--- config.mk ---
export PLATFORM = sky130hd
export DESIGN_NAME = alu_issue_unit
export DESIGN_NICKNAME = d
export VERILOG_FILES = /design/src/rtl/alu_issue_unit.sv
export SDC_FILE = /design/constraint.sdc
export NUM_CORES = 1
export LEC_CHECK = 0
export CAP_MARGIN = 10
export CORE_MARGIN = 2
export CORE_UTILIZATION = 30
export DETAILED_ROUTE_END_ITERATION = 8
export PLACE_DENSITY_LB_ADDON = 0.3
export RECOVER_POWER = 50
export SYNTH_ARGS = -nofsm -noshare
export SYNTH_HDL_FRONTEND = slang
export SYNTH_SLANG_ARGS = --single-unit
--- constraint.sdc ---
create_clock -name clk -period 1.8 [get_ports clk]
set_input_delay 0.36 -clock clk [delete_from_list [all_inputs] [get_ports clk]]
set_output_delay 0.36 -clock clk [all_outputs]
set_load 0.05 [all_outputs]
--- src/rtl/alu_issue_unit.sv ---
// alu_issue_unit: sequential issuer for an 8-bit combinational ALU.
// Accepts 16-bit instruction words, reads operands from a 4x8 register
// file, drives the ALU for one cycle and commits result and flags.
//
// Handshake: an instruction word is transferred on a rising clock edge where
// in_valid and in_ready are both high. in_ready is high only in IDLE and does
// not depend on in_valid. A word presented while the unit is busy simply waits
// and is taken on the first IDLE edge.
//
// dbg_state exposes the FSM state: 0 = IDLE, 1 = EXEC, 2 = WB.
module alu_issue_unit #(
  parameter int NREGS = 4,
  parameter int WIDTH = 8
) (
  input  logic             clk,
  input  logic             rst_n,
  input  logic             in_valid,
  output logic             in_ready,
  input  logic [15:0]      in_instr,
  output logic [WIDTH-1:0] alu_a,
  output logic [WIDTH-1:0] alu_b,
  output logic [3:0]       alu_fn,
  input  logic [WIDTH-1:0] alu_result,
  input  logic [2:0]       alu_flags,
  output logic [2:0]       flags_q,
  output logic             done,
  output logic             illegal,
  input  logic [1:0]       dbg_sel,
  output logic [WIDTH-1:0] dbg_data,
  output logic [1:0]       dbg_state
);

  typedef enum logic [1:0] {
    S_IDLE = 2'd0,
    S_EXEC = 2'd1,
    S_WB   = 2'd2
  } state_t;

  // Instruction class latched at accept.
  localparam logic [1:0] K_ALU = 2'd0;
  localparam logic [1:0] K_LDI = 2'd1;
  localparam logic [1:0] K_ILL = 2'd2;

  state_t           r_state;
  state_t           w_next_state;

  logic [WIDTH-1:0] r_regs [NREGS];
  logic [WIDTH-1:0] r_alu_a;
  logic [WIDTH-1:0] r_alu_b;
  logic [3:0]       r_alu_fn;
  logic [2:0]       r_flags;
  logic [1:0]       r_kind;
  logic [1:0]       r_rd;
  logic [WIDTH-1:0] r_imm;

  logic [3:0]       w_op;
  logic [1:0]       w_rd;
  logic [1:0]       w_ra;
  logic [1:0]       w_rb;
  logic [WIDTH-1:0] w_imm;
  logic [1:0]       w_kind;
  logic [3:0]       w_fn;
  logic [WIDTH-1:0] w_b;
  logic             w_accept;
  logic             w_commit;
  logic             w_is_arith;

  // Field extraction and instruction classification.
  always_comb begin
    w_op   = in_instr[15:12];
    w_rd   = in_instr[11:10];
    w_ra   = in_instr[9:8];
    w_rb   = in_instr[1:0];
    w_imm  = WIDTH'(in_instr[7:0]);
    w_kind = K_ILL;
    if (w_op <= 4'h4) begin
      w_kind = K_ALU;
    end else if (w_op == 4'h5) begin
      w_kind = K_LDI;
    end else if (w_op >= 4'h8 && w_op <= 4'hC) begin
      w_kind = K_ALU;
    end
    // Immediate forms (op[3]=1) map onto the same function codes as the
    // register forms and take operand b from the low byte of the word.
    w_fn = w_op[3] ? {1'b0, w_op[2:0]} : w_op;
    w_b  = w_op[3] ? w_imm : r_regs[w_rb];
  end

  assign w_accept   = (r_state == S_IDLE) && in_valid;
  assign w_commit   = (r_state == S_EXEC);
  // Only ADD and SUB produce a meaningful overflow flag.
  assign w_is_arith = (r_alu_fn == 4'h0) || (r_alu_fn == 4'h1);

  // State register.
  always_ff @(posedge clk or negedge rst_n) begin
    if (!rst_n) begin
      r_state <= S_IDLE;
    end else begin
      r_state <= w_next_state;
    end
  end

  // Next-state logic: IDLE -> EXEC -> WB -> IDLE.
  always_comb begin
    w_next_state = r_state;
    case (r_state)
      S_IDLE:  if (in_valid) w_next_state = S_EXEC;
      S_EXEC:  w_next_state = S_WB;
      S_WB:    w_next_state = S_IDLE;
      default: w_next_state = S_IDLE;
    endcase
  end

  // Outputs decoded from state and the latched instruction class.
  always_comb begin
    in_ready = 1'b0;
    done     = 1'b0;
    illegal  = 1'b0;
    case (r_state)
      S_IDLE: in_ready = 1'b1;
      S_WB: begin
        done    = (r_kind != K_ILL);
        illegal = (r_kind == K_ILL);
      end
      default: ;
    endcase
  end

  // Operand/function registers and latched decode, loaded on accept only.
  always_ff @(posedge clk or negedge rst_n) begin
    if (!rst_n) begin
      r_alu_a  <= '0;
      r_alu_b  <= '0;
      r_alu_fn <= 4'h0;
      r_kind   <= K_ALU;
      r_rd     <= 2'd0;
      r_imm    <= '0;
    end else if (w_accept) begin
      r_alu_a  <= r_regs[w_ra];
      r_alu_b  <= w_b;
      r_alu_fn <= w_fn;
      r_kind   <= w_kind;
      r_rd     <= w_rd;
      r_imm    <= w_imm;
    end
  end

  // Register file writeback at the end of EXEC.
  always_ff @(posedge clk or negedge rst_n) begin
    if (!rst_n) begin
      for (int i = 0; i < NREGS; i++) begin
        r_regs[i] <= '0;
      end
    end else if (w_commit) begin
      if (r_kind == K_ALU) begin
        r_regs[r_rd] <= alu_result;
      end else if (r_kind == K_LDI) begin
        r_regs[r_rd] <= r_imm;
      end
    end
  end

  // Flag register: written only by ALU ops; overflow masked for logic ops.
  always_ff @(posedge clk or negedge rst_n) begin
    if (!rst_n) begin
      r_flags <= 3'b000;
    end else if (w_commit && (r_kind == K_ALU)) begin
      r_flags <= {alu_flags[2:1], alu_flags[0] & w_is_arith};
    end
  end

  assign alu_a     = r_alu_a;
  assign alu_b     = r_alu_b;
  assign alu_fn    = r_alu_fn;
  assign flags_q   = r_flags;
  assign dbg_data  = r_regs[dbg_sel];
  assign dbg_state = r_state;

endmodule

==> results.cfg, run 1 <==
[setup_path]
crit_arrival_ps = 1430
timing.rr.start = dbg_state[1]
worst-r2r-cell-count = 5
reg2reg_to = r_regs[17]
worstSetupStartpoint = r_regs[1]
worstSetupPathType = reg2out
cp_cell_sequence = mux4_2 > buf_8
worstSetupStartpointType = flop
crit_buf_inv = 1
r2r_slack_ps = 100
cpMaxStageDelayCell = mux4_2
path_depth = 2
slowest_delay_ps = 520
end_kind = primary output
path_max_fanout = 4
cp.required_ps = 1440
crit_family = multiplexers

[timing]
worstMarginPinSlew_ps = 937.7
max_clock_freq_mhz = 558.9
rsz0062_at_grt = true
holdWs_ps = 280.6
slew_viol_final = 0
relSlewSlack = 0.3749
post-route-period-util = 0.9940
finalWorstSetupSlack_ps = 10.74
setup_violations = 0
finalCriticalPeriod_ps = 1789
finClkSkew_ps = 6.122
hold_viol = 0

[clocking]
cts_hold_buf = 0
cts_sinks = 68
cts_htree_levels = 3
cts_tree = done
clkTransAtPathRegs_ps = 50
clk_latency_ps = 330
root_buffer = clkbuf_16
cts_buffer_depth = 2
cts_buffers = 9

[synth]
syn-num-nets = 308
synth_area_um2 = 3443
ys_warn_count = 0
syn_inst = 276
synth_seq_cells = 68
postSynthAreaPerCell_um2 = 12.48
seq_area_frac_synth = 0.4942
ys_types = 39

[power_and_ir_drop]
power.density_nw_per_um2 = 1670
p_leak_nw = 2.108
report.power.total_mw = 7.857
ir_worst_vdd_v = 0.0006616

[detailed_routing]
initialDrtViolationCount = 107
finalWirelength_um = 8876
num_vias = 2453
drc_errors = 0
dr.pass1.iters = 4
wl_per_cell_um = 17.44
ant_nets = 0
routed_via_density = 4.819

[finish]
n_fill_cell = 1108
diodes = 0
regArea_um2 = 1705
finalCoreUtilization = 0.4157
finalNetCount = 394
area_growth_pct = 36.66
layout-drive-gt1-share = 0.3907
multi_input_area_um2 = 1635
fin_cells = 509

[floorplan]
coreArea_um2 = 11320
die_h_um = 111.1
die_w_um = 111.1
ios = 68
die_area_um2 = 12350
rows = 39
start_util = 0.3042

[placement]
place_hpwl_um = 5946
dp_cells = 488
place.port_buffers = 66
gp_congestion = 0.7577
pre_cts_ws_ps = -328.8

[min_path]
hold_class = in2async

[global_route]
grt_pass1_vias = 2537
grt_pass1_wl_um = 14140
grt_overflow_total = 0
grt_max_degree = 69
antenna_found_initial = 0
grtUsageTotal = 0.1506

[run_status]
status = completed

[flow_run]
drv_cap = 0
-- cell usage after synthesis (all sizes together) --
cell type | n | area [um2]
a211oi | 1 | 7.510
nor3b | 2 | 15.01
o31ai | 1 | 7.510
or4b | 1 | 13.76
conb | 1 | 3.750
mux4 | 20 | 450.4
or3b | 1 | 8.760
mux2i | 2 | 20.02
buf | 12 | 70.06
a2111oi | 2 | 17.52
mux2 | 46 | 548.0
o21bai | 1 | 7.510
nor2b | 4 | 25.02
o41ai | 1 | 8.760
inv | 1 | 3.750
and3b | 1 | 10.01
o22ai | 1 | 6.260
nand4bb | 1 | 11.26
a21oi | 10 | 50.05
clkinv | 2 | 7.510
clkbuf | 6 | 32.53
dfrtp | 68 | 1702
nor4b | 1 | 23.77
nor2 | 8 | 32.54
nand2b | 2 | 20.02
o21ai | 3 | 15.01
nand4b | 1 | 8.760
nor3 | 1 | 5.000
a31oi | 1 | 6.260
a22o | 2 | 17.52
nand2 | 71 | 266.5
nor4 | 1 | 21.27
-- flip-flops by register name, summed over array words and instances (netlist names) --
name,count
r_rd,2
r_imm,8
dbg_state,2
alu_fn,3
alu_b,8
flags_q,3
r_kind,2
r_regs,32
alu_a,8
-- per-layer routing --
metal | up-vias | part of all wire | routed length, um | global-route usage
met5 | - | 0 | 0 | 0
met4 | 0 | 0.011 | 99 | 0.05679
met3 | 9 | 0.039 | 346 | 0.03445
met2 | 63 | 0.49 | 4386 | 0.2389
met1 | 1230 | 0.46 | 4042 | 0.2022
li1 | 1151 | - | - | -
-- area by class of cell --
type,instances,area share
tap,143,0.03802
multi-input combinational,187,0.3475
inverter,3,0.002393
sequential,68,0.3624
clock buffer,10,0.05078
clock inverter,5,0.01117
timing repair buffer,93,0.1877
-- per-stage QoR --
step,instance area [um2],setup TNS (ps)
2_1_floorplan,3451,0
3_3_place_gp,4403,-4074
4_1_cts,4722,0
5_1_grt,4706,-52.12
3_5_place_dp,4403,-5353
6_report,4706,0
-- worst max-delay path by stage --
stage / endpoint / slack (ps)
after floorplan: r_regs[10] / 20
after global placement: dbg_data[2] / -320
after detailed placement: dbg_data[2] / -330
after CTS: dbg_data[7] / 2
after global routing: dbg_data[1] / -20
final: dbg_data[1] / 10
-- logic make-up (layout without fill, tap and decap cells) --
family,Yosys count,after routing,share of synthesized area
simple gates,95,95,0.1341
mux,68,68,0.2958
flops,68,68,0.4942
compound gates,23,23,0.04179
buf+inv,21,111,0.03306
other cells,1,1,0.001089
-- cell usage in the layout (no fill, tap or decap), types with 2 or more instances in the layout --
cell type and count:
nand2_1 71, dfrtp_1 65, mux2_2 38, buf_4 29
clkdlybuf4s50_1 28, mux4_2 20, clkbuf_1 14, buf_12 11
a21oi_1 10, clkbuf_16 9, mux2_4 8, nor2_1 7
buf_6 5, nor2b_1 3, o21ai_0 3, clkinv_2 3
dfrtp_2 3, clkinv_1 2, a22o_1 2, a2111oi_0 2
mux2i_1 2, buf_2 2, buf_8 2
-- repair_timing --
action | 4_1_cts | 5_1_grt
endpoints found under the setup margin | 10 | 7
gates resized for setup | 12 | 4
buffers inserted | 0 | 6
-- power breakdown --
group          internal, mW  switching, mW  total (mW)  leakage (nW)
sequential             2.16          0.505        2.66         0.837
combinational          1.53           1.93        3.46          1.13
clock                  1.09          0.643        1.74         0.144
total                  4.78           3.08        7.86          2.11
(Power assumes the default switching activity.)
==> run 2, diff against run 1 <==
--- a/config.mk
+++ b/config.mk
@@ -8,6 +8,7 @@
 export CAP_MARGIN = 10
 export CORE_MARGIN = 2
 export CORE_UTILIZATION = 30
+export CTS_BUF_LIST = sky130_fd_sc_hd__clkbuf_2
 export DETAILED_ROUTE_END_ITERATION = 8
 export PLACE_DENSITY_LB_ADDON = 0.3
 export RECOVER_POWER = 50
==> run 2 against run 1 <==
Via count is 4.7% higher. Combinational power is 20% higher. Sequential power is 5% lower. Clock power is 50% lower. Sequential share of layout area is 0.72 points lower. Fmax is 11% lower. Worst setup slack worse by 220 ps. Core utilization is 0.78 points higher. The run now ends with negative setup slack left. Count of clock-buffer cells in the layout is 1 lower. Critical endpoint unchanged. Global-route usage is 0.37 points higher. Clock skew is 26 ps higher. Final cell count is 6.1% higher.
==> results.cfg, run 2 (synthesis results as in run 1) <==
[finish]
final_cell_area_um2 = 4795
largest_reg_flops = 32
n_fill_cell = 1121
area_growth_pct = 39.24
layout_common_cells = nand2_1 (71), dfrtp_1 (67), buf_4 (62)
layout_commonest_cell = nand2_1
multi_input_area_um2 = 1649
layout-drive-gt1-share = 0.4635
regArea_um2 = 1703
finalCoreUtilization = 0.4235
regMostFlops = r_regs
finalNetCount = 425
diodes = 0

[flow_run]
drv_cap = 0

[placement]
dpl_cell_area_um2 = 4403
pre_cts_ws_ps = -328.8
place.port_buffers = 66
place_hpwl_um = 5946
gp_congestion = 0.7577

[floorplan]
start_util = 0.3042
coreArea_um2 = 11320
ios = 68
die_w_um = 111.1
rows = 39
die_h_um = 111.1
die_area_um2 = 12350

[timing]
post-route-period-util = 1.118
finalCriticalPeriod_ps = 2012
holdWs_ps = 372.2
slew_viol_final = 0
relSlewSlack = 0.3765
rsz0062_at_grt = true
worstMarginPinSlew_ps = 935.3
setup_violations = 10
max_clock_freq_mhz = 496.9
finalWorstSetupSlack_ps = -212.4
finClkSkew_ps = 31.80
hold_viol = 0

[detailed_routing]
initialDrtViolationCount = 99
wl_per_cell_um = 17.12
dr.pass1.iters = 4
num_vias = 2569
drc_errors = 0
finalWirelength_um = 9243
ant_nets = 0
routed_via_density = 4.757

[global_route]
grt_pass1_vias = 2696
antenna_found_initial = 0
grt_overflow_total = 0
grtUsageTotal = 0.1543
grt_pass1_wl_um = 14690
grt_max_degree = 69

[setup_path]
worstSetupPathType = reg2out
crit_family = multiplexers
end_kind = primary output
crit_arrival_ps = 1650
cp.required_ps = 1440
worstSetupStartpointType = flop
cp_cell_sequence = mux4_2 > buf_8
cpMaxStageDelayCell = mux4_2
path_max_fanout = 4
crit_buf_inv = 1
slowest_delay_ps = 520

[power_and_ir_drop]
p_leak_nw = 2.234
report.power.total_mw = 7.555
power.density_nw_per_um2 = 1576
ir_worst_vdd_v = 0.0007416

[clocking]
cts_sinks = 68
root_buffer = clkbuf_2
cts_buffer_depth = 2
cts_buffers = 9
clkTransAtPathRegs_ps = 190
cts_htree_levels = 3
clk_latency_ps = 520
cts_tree = done

[run_status]
status = finished, violations left
violations = negative setup slack

[min_path]
hold_class = in2reg
[run 2: cell count changes in the layout (fill, tap and decap cells not counted), moves of 2 or more]
cell	delta
clkbuf_16	-9
buf_4	+33
clkbuf_1	-14
clkbuf_2	+19
dfrtp_1	+2
dfrtp_2	-2
buf_6	+2
[run 2: through the flow]
stage | TNS, ps | instances
3_5_place_dp | -5353 | 488
2_1_floorplan | 0 | 276
3_3_place_gp | -4074 | 488
5_1_grt | -1961 | 540
6_report | -1335 | 540
4_1_cts | -1539 | 529
[run 2: worst reg2reg max path: stages, from the launching register on]
cell and delay, ps:
dfrtp_1 480, nand2b_4 170, or4b_4 620, mux2_4 340
[run 2: final timing paths]
check / start / endpoint / slack, ps / depth (start not counted)
worst max-delay path: r_regs[9] / dbg_data[1] / -210 / 2
worst min-delay path: in_instr[11] / r_rd[1] / 370 / 3
worst max register to register: dbg_state[1] / r_regs[10] / 100 / 3
worst min register to register: r_imm[3] / r_imm[3] / 490 / 2
max in group asynchronous: rst_n / r_kind[1] / 540 / 3
min in group asynchronous: rst_n / r_imm[6] / 610 / 3
[run 2: final cells by class]
class | count | share of cell area
clock buffer | 9 | 0.009395
multi-input combinational | 187 | 0.3439
timing repair buffer | 124 | 0.2401
clock inverter | 6 | 0.01174
inverter | 3 | 0.002349
tap | 143 | 0.03732
sequential | 68 | 0.3552
[run 2: what timing repair did]
| action | CTS | global route |
|---|---|---|
| pin swaps | 1 | 0 |
| buffers inserted | 25 | 11 |
| resized for setup | 13 | 2 |
| hold endpoints to repair | 68 | 0 |
| hold buffers | 1 | 0 |
| endpoints found under the setup margin | 10 | 10 |
[run 2: where the power goes]
part,switching [mW],leakage (nW),internal (mW)
Combinational,2.16,1.33,1.99
Sequential,0.406,0.839,2.14
Clock,0.569,0.0650,0.301
Total,3.13,2.23,4.42
[run 2: per-layer routing]
layer  global-route usage  up-vias  wire [um]
met5                    0        -          0
met4              0.05432        0         99
met3              0.03062        7        424
met2               0.2532       72       4596
met1               0.2046     1276       4121
li1                     -     1214          -
==> run 3, diff against run 2 <==
--- a/config.mk
+++ b/config.mk
@@ -9,6 +9,7 @@
 export CORE_MARGIN = 2
 export CORE_UTILIZATION = 30
 export CTS_BUF_LIST = sky130_fd_sc_hd__clkbuf_2
+export CTS_CLUSTER_DIAMETER = 60
 export DETAILED_ROUTE_END_ITERATION = 8
 export PLACE_DENSITY_LB_ADDON = 0.3
 export RECOVER_POWER = 50
==> constraint.sdc (replaced) <==
create_clock -name clk -period 1.9 [get_ports clk]
set_input_delay 0.38 -clock clk [delete_from_list [all_inputs] [get_ports clk]]
set_output_delay 0.38 -clock clk [all_outputs]
set_load 0.05 [all_outputs]
==> run 3 against run 2 <==
Combinational power fell by 8.7%. Non-clock buffer count fell by 8. Register-to-register slack got worse by 110 ps. Sequential share of layout area rose by 0.65 points. Count of clock-buffer cells in the layout did not move. Highest routed layer unchanged. The run still ends with negative setup slack left. Critical endpoint is now dbg_data[0].
==> results.cfg, run 3 (synthesis results as in run 1) <==
[setup_path]
path_max_fanout = 4
worstSetupPathType = reg2out
crit_family = multiplexers
path_depth = 2
cpMaxStageDelayCell = mux4_2
cp_cell_sequence = mux4_2 > buf_6
worst-r2r-cell-count = 3
cp.required_ps = 1520
slowest_delay_ps = 500
crit_arrival_ps = 1630
worstSetupStartpointType = flop
crit_buf_inv = 1
end_kind = primary output

[placement]
place_hpwl_um = 6259
pre_cts_ws_ps = -303.2
gp_congestion = 0.7417
dpl_cell_area_um2 = 4374
place.port_buffers = 66

[finish]
n_fill_cell = 1093
final_cell_area_um2 = 4708
finalCoreUtilization = 0.4159
layout_commonest_cell = nand2_1
diodes = 0
regMostFlops = r_regs
largest_reg_flops = 32
regArea_um2 = 1703
finalNetCount = 417
layout_common_cells = nand2_1 (71), dfrtp_1 (67), buf_4 (56)
layout-drive-gt1-share = 0.4333
multi_input_area_um2 = 1633
area_growth_pct = 36.74

[global_route]
grtUsageTotal = 0.1565
grt_pass1_wl_um = 15050
antenna_found_initial = 0
grt_pass1_vias = 2740
grt_max_degree = 69
grt_overflow_total = 0

[run_status]
status = finished, violations left
violations = negative setup slack

[timing]
setup_violations = 11
relSlewSlack = 0.3731
rsz0062_at_grt = true
finalCriticalPeriod_ps = 2010
max_clock_freq_mhz = 497.4
slew_viol_final = 0
worstMarginPinSlew_ps = 940.3
post-route-period-util = 1.058
setup-tns-final_ps = -639.9
finalWorstSetupSlack_ps = -110.3
hold_viol = 0
finClkSkew_ps = 31.80

[clocking]
cts_sinks = 68
cts_htree_levels = 3
root_buffer = clkbuf_2
cts_buffers = 9
clk_latency_ps = 500
cts_tree = done
clkTransAtPathRegs_ps = 200
cts_buffer_depth = 2

[floorplan]
die_h_um = 111.1
start_util = 0.3042
die_area_um2 = 12350
ios = 68
die_w_um = 111.1
coreArea_um2 = 11320
rows = 39

[power_and_ir_drop]
ir_worst_vdd_v = 0.0008294
power.density_nw_per_um2 = 1498
p_leak_nw = 2.180
report.power.total_mw = 7.054

[min_path]
hold_depth = 3
hold_class = in2reg

[detailed_routing]
dr.pass1.iters = 4
initialDrtViolationCount = 118
ant_nets = 0
finalWirelength_um = 9399
routed_via_density = 4.865
wl_per_cell_um = 17.63
drc_errors = 0
num_vias = 2593

[flow_run]
drv_cap = 0
==> run 3: changes by cell type in the layout (fill, tap and decap cells not counted), moves of 2 or more <==
cell	previous run	this run
clkdlybuf4s15_1	0	2
dlygate4sd2_1	1	5
buf_12	11	7
buf_4	62	56
clkbuf_2	19	13
buf_6	7	10
==> run 3: metal layers <==
layer  GRT usage  wire (um)
met5           0          0
met4     0.04115         90
met3     0.03882        597
met2      0.2454       4381
met1      0.2185       4329
==> run 3: path summary, 6_finish.rpt <==
path,startpoint,end,slack [ps]
setup / recovery,r_regs[16],dbg_data[0],-110
min in group asynchronous,rst_n,flags_q[1],630
setup reg to reg,dbg_state[1],r_regs[9],-10
max in group asynchronous,rst_n,r_kind[0],600
hold reg to reg,alu_fn[0],alu_fn[0],500
hold / removal,in_instr[10],r_rd[0],380
==> run 3: where the power goes <==
group | total, mW | switching [mW] | internal, mW
registers | 2.44 | 0.416 | 2.03
clock network | 0.835 | 0.539 | 0.296
logic | 3.78 | 2.02 | 1.76
total | 7.05 | 2.98 | 4.08
==> run 3: timing repair <==
action / CTS / global route
resized for setup: 19 / 3
setup buffers: 21 / 6
endpoints found under the setup margin: 16 / 12
pin swaps: 1 / 1
endpoints found under the hold margin: 68 / 0
hold buffers: 1 / 0
==> run 3: through the flow <==
step,instances,hold WS [ps]
after floorplan,276,84.41
after global placement,489,430.7
final,533,382.6
after global routing,533,341.9
after CTS,527,353.6
after detailed placement,489,429.3
==> run 3: final cells by class <==
cell class / instances / share of cell area
clock buffer: 9 / 0.009567
tap: 143 / 0.03800
multi-input combinational: 187 / 0.3468
timing repair buffer: 116 / 0.2272
inverter: 3 / 0.002392
clock inverter: 7 / 0.01435
sequential: 68 / 0.3617
==> run 3: worst min-delay path, stage by stage <==
cell and delay [ps]:
clkdlybuf4s50_1 400, nand2_1 60, nand2_1 40
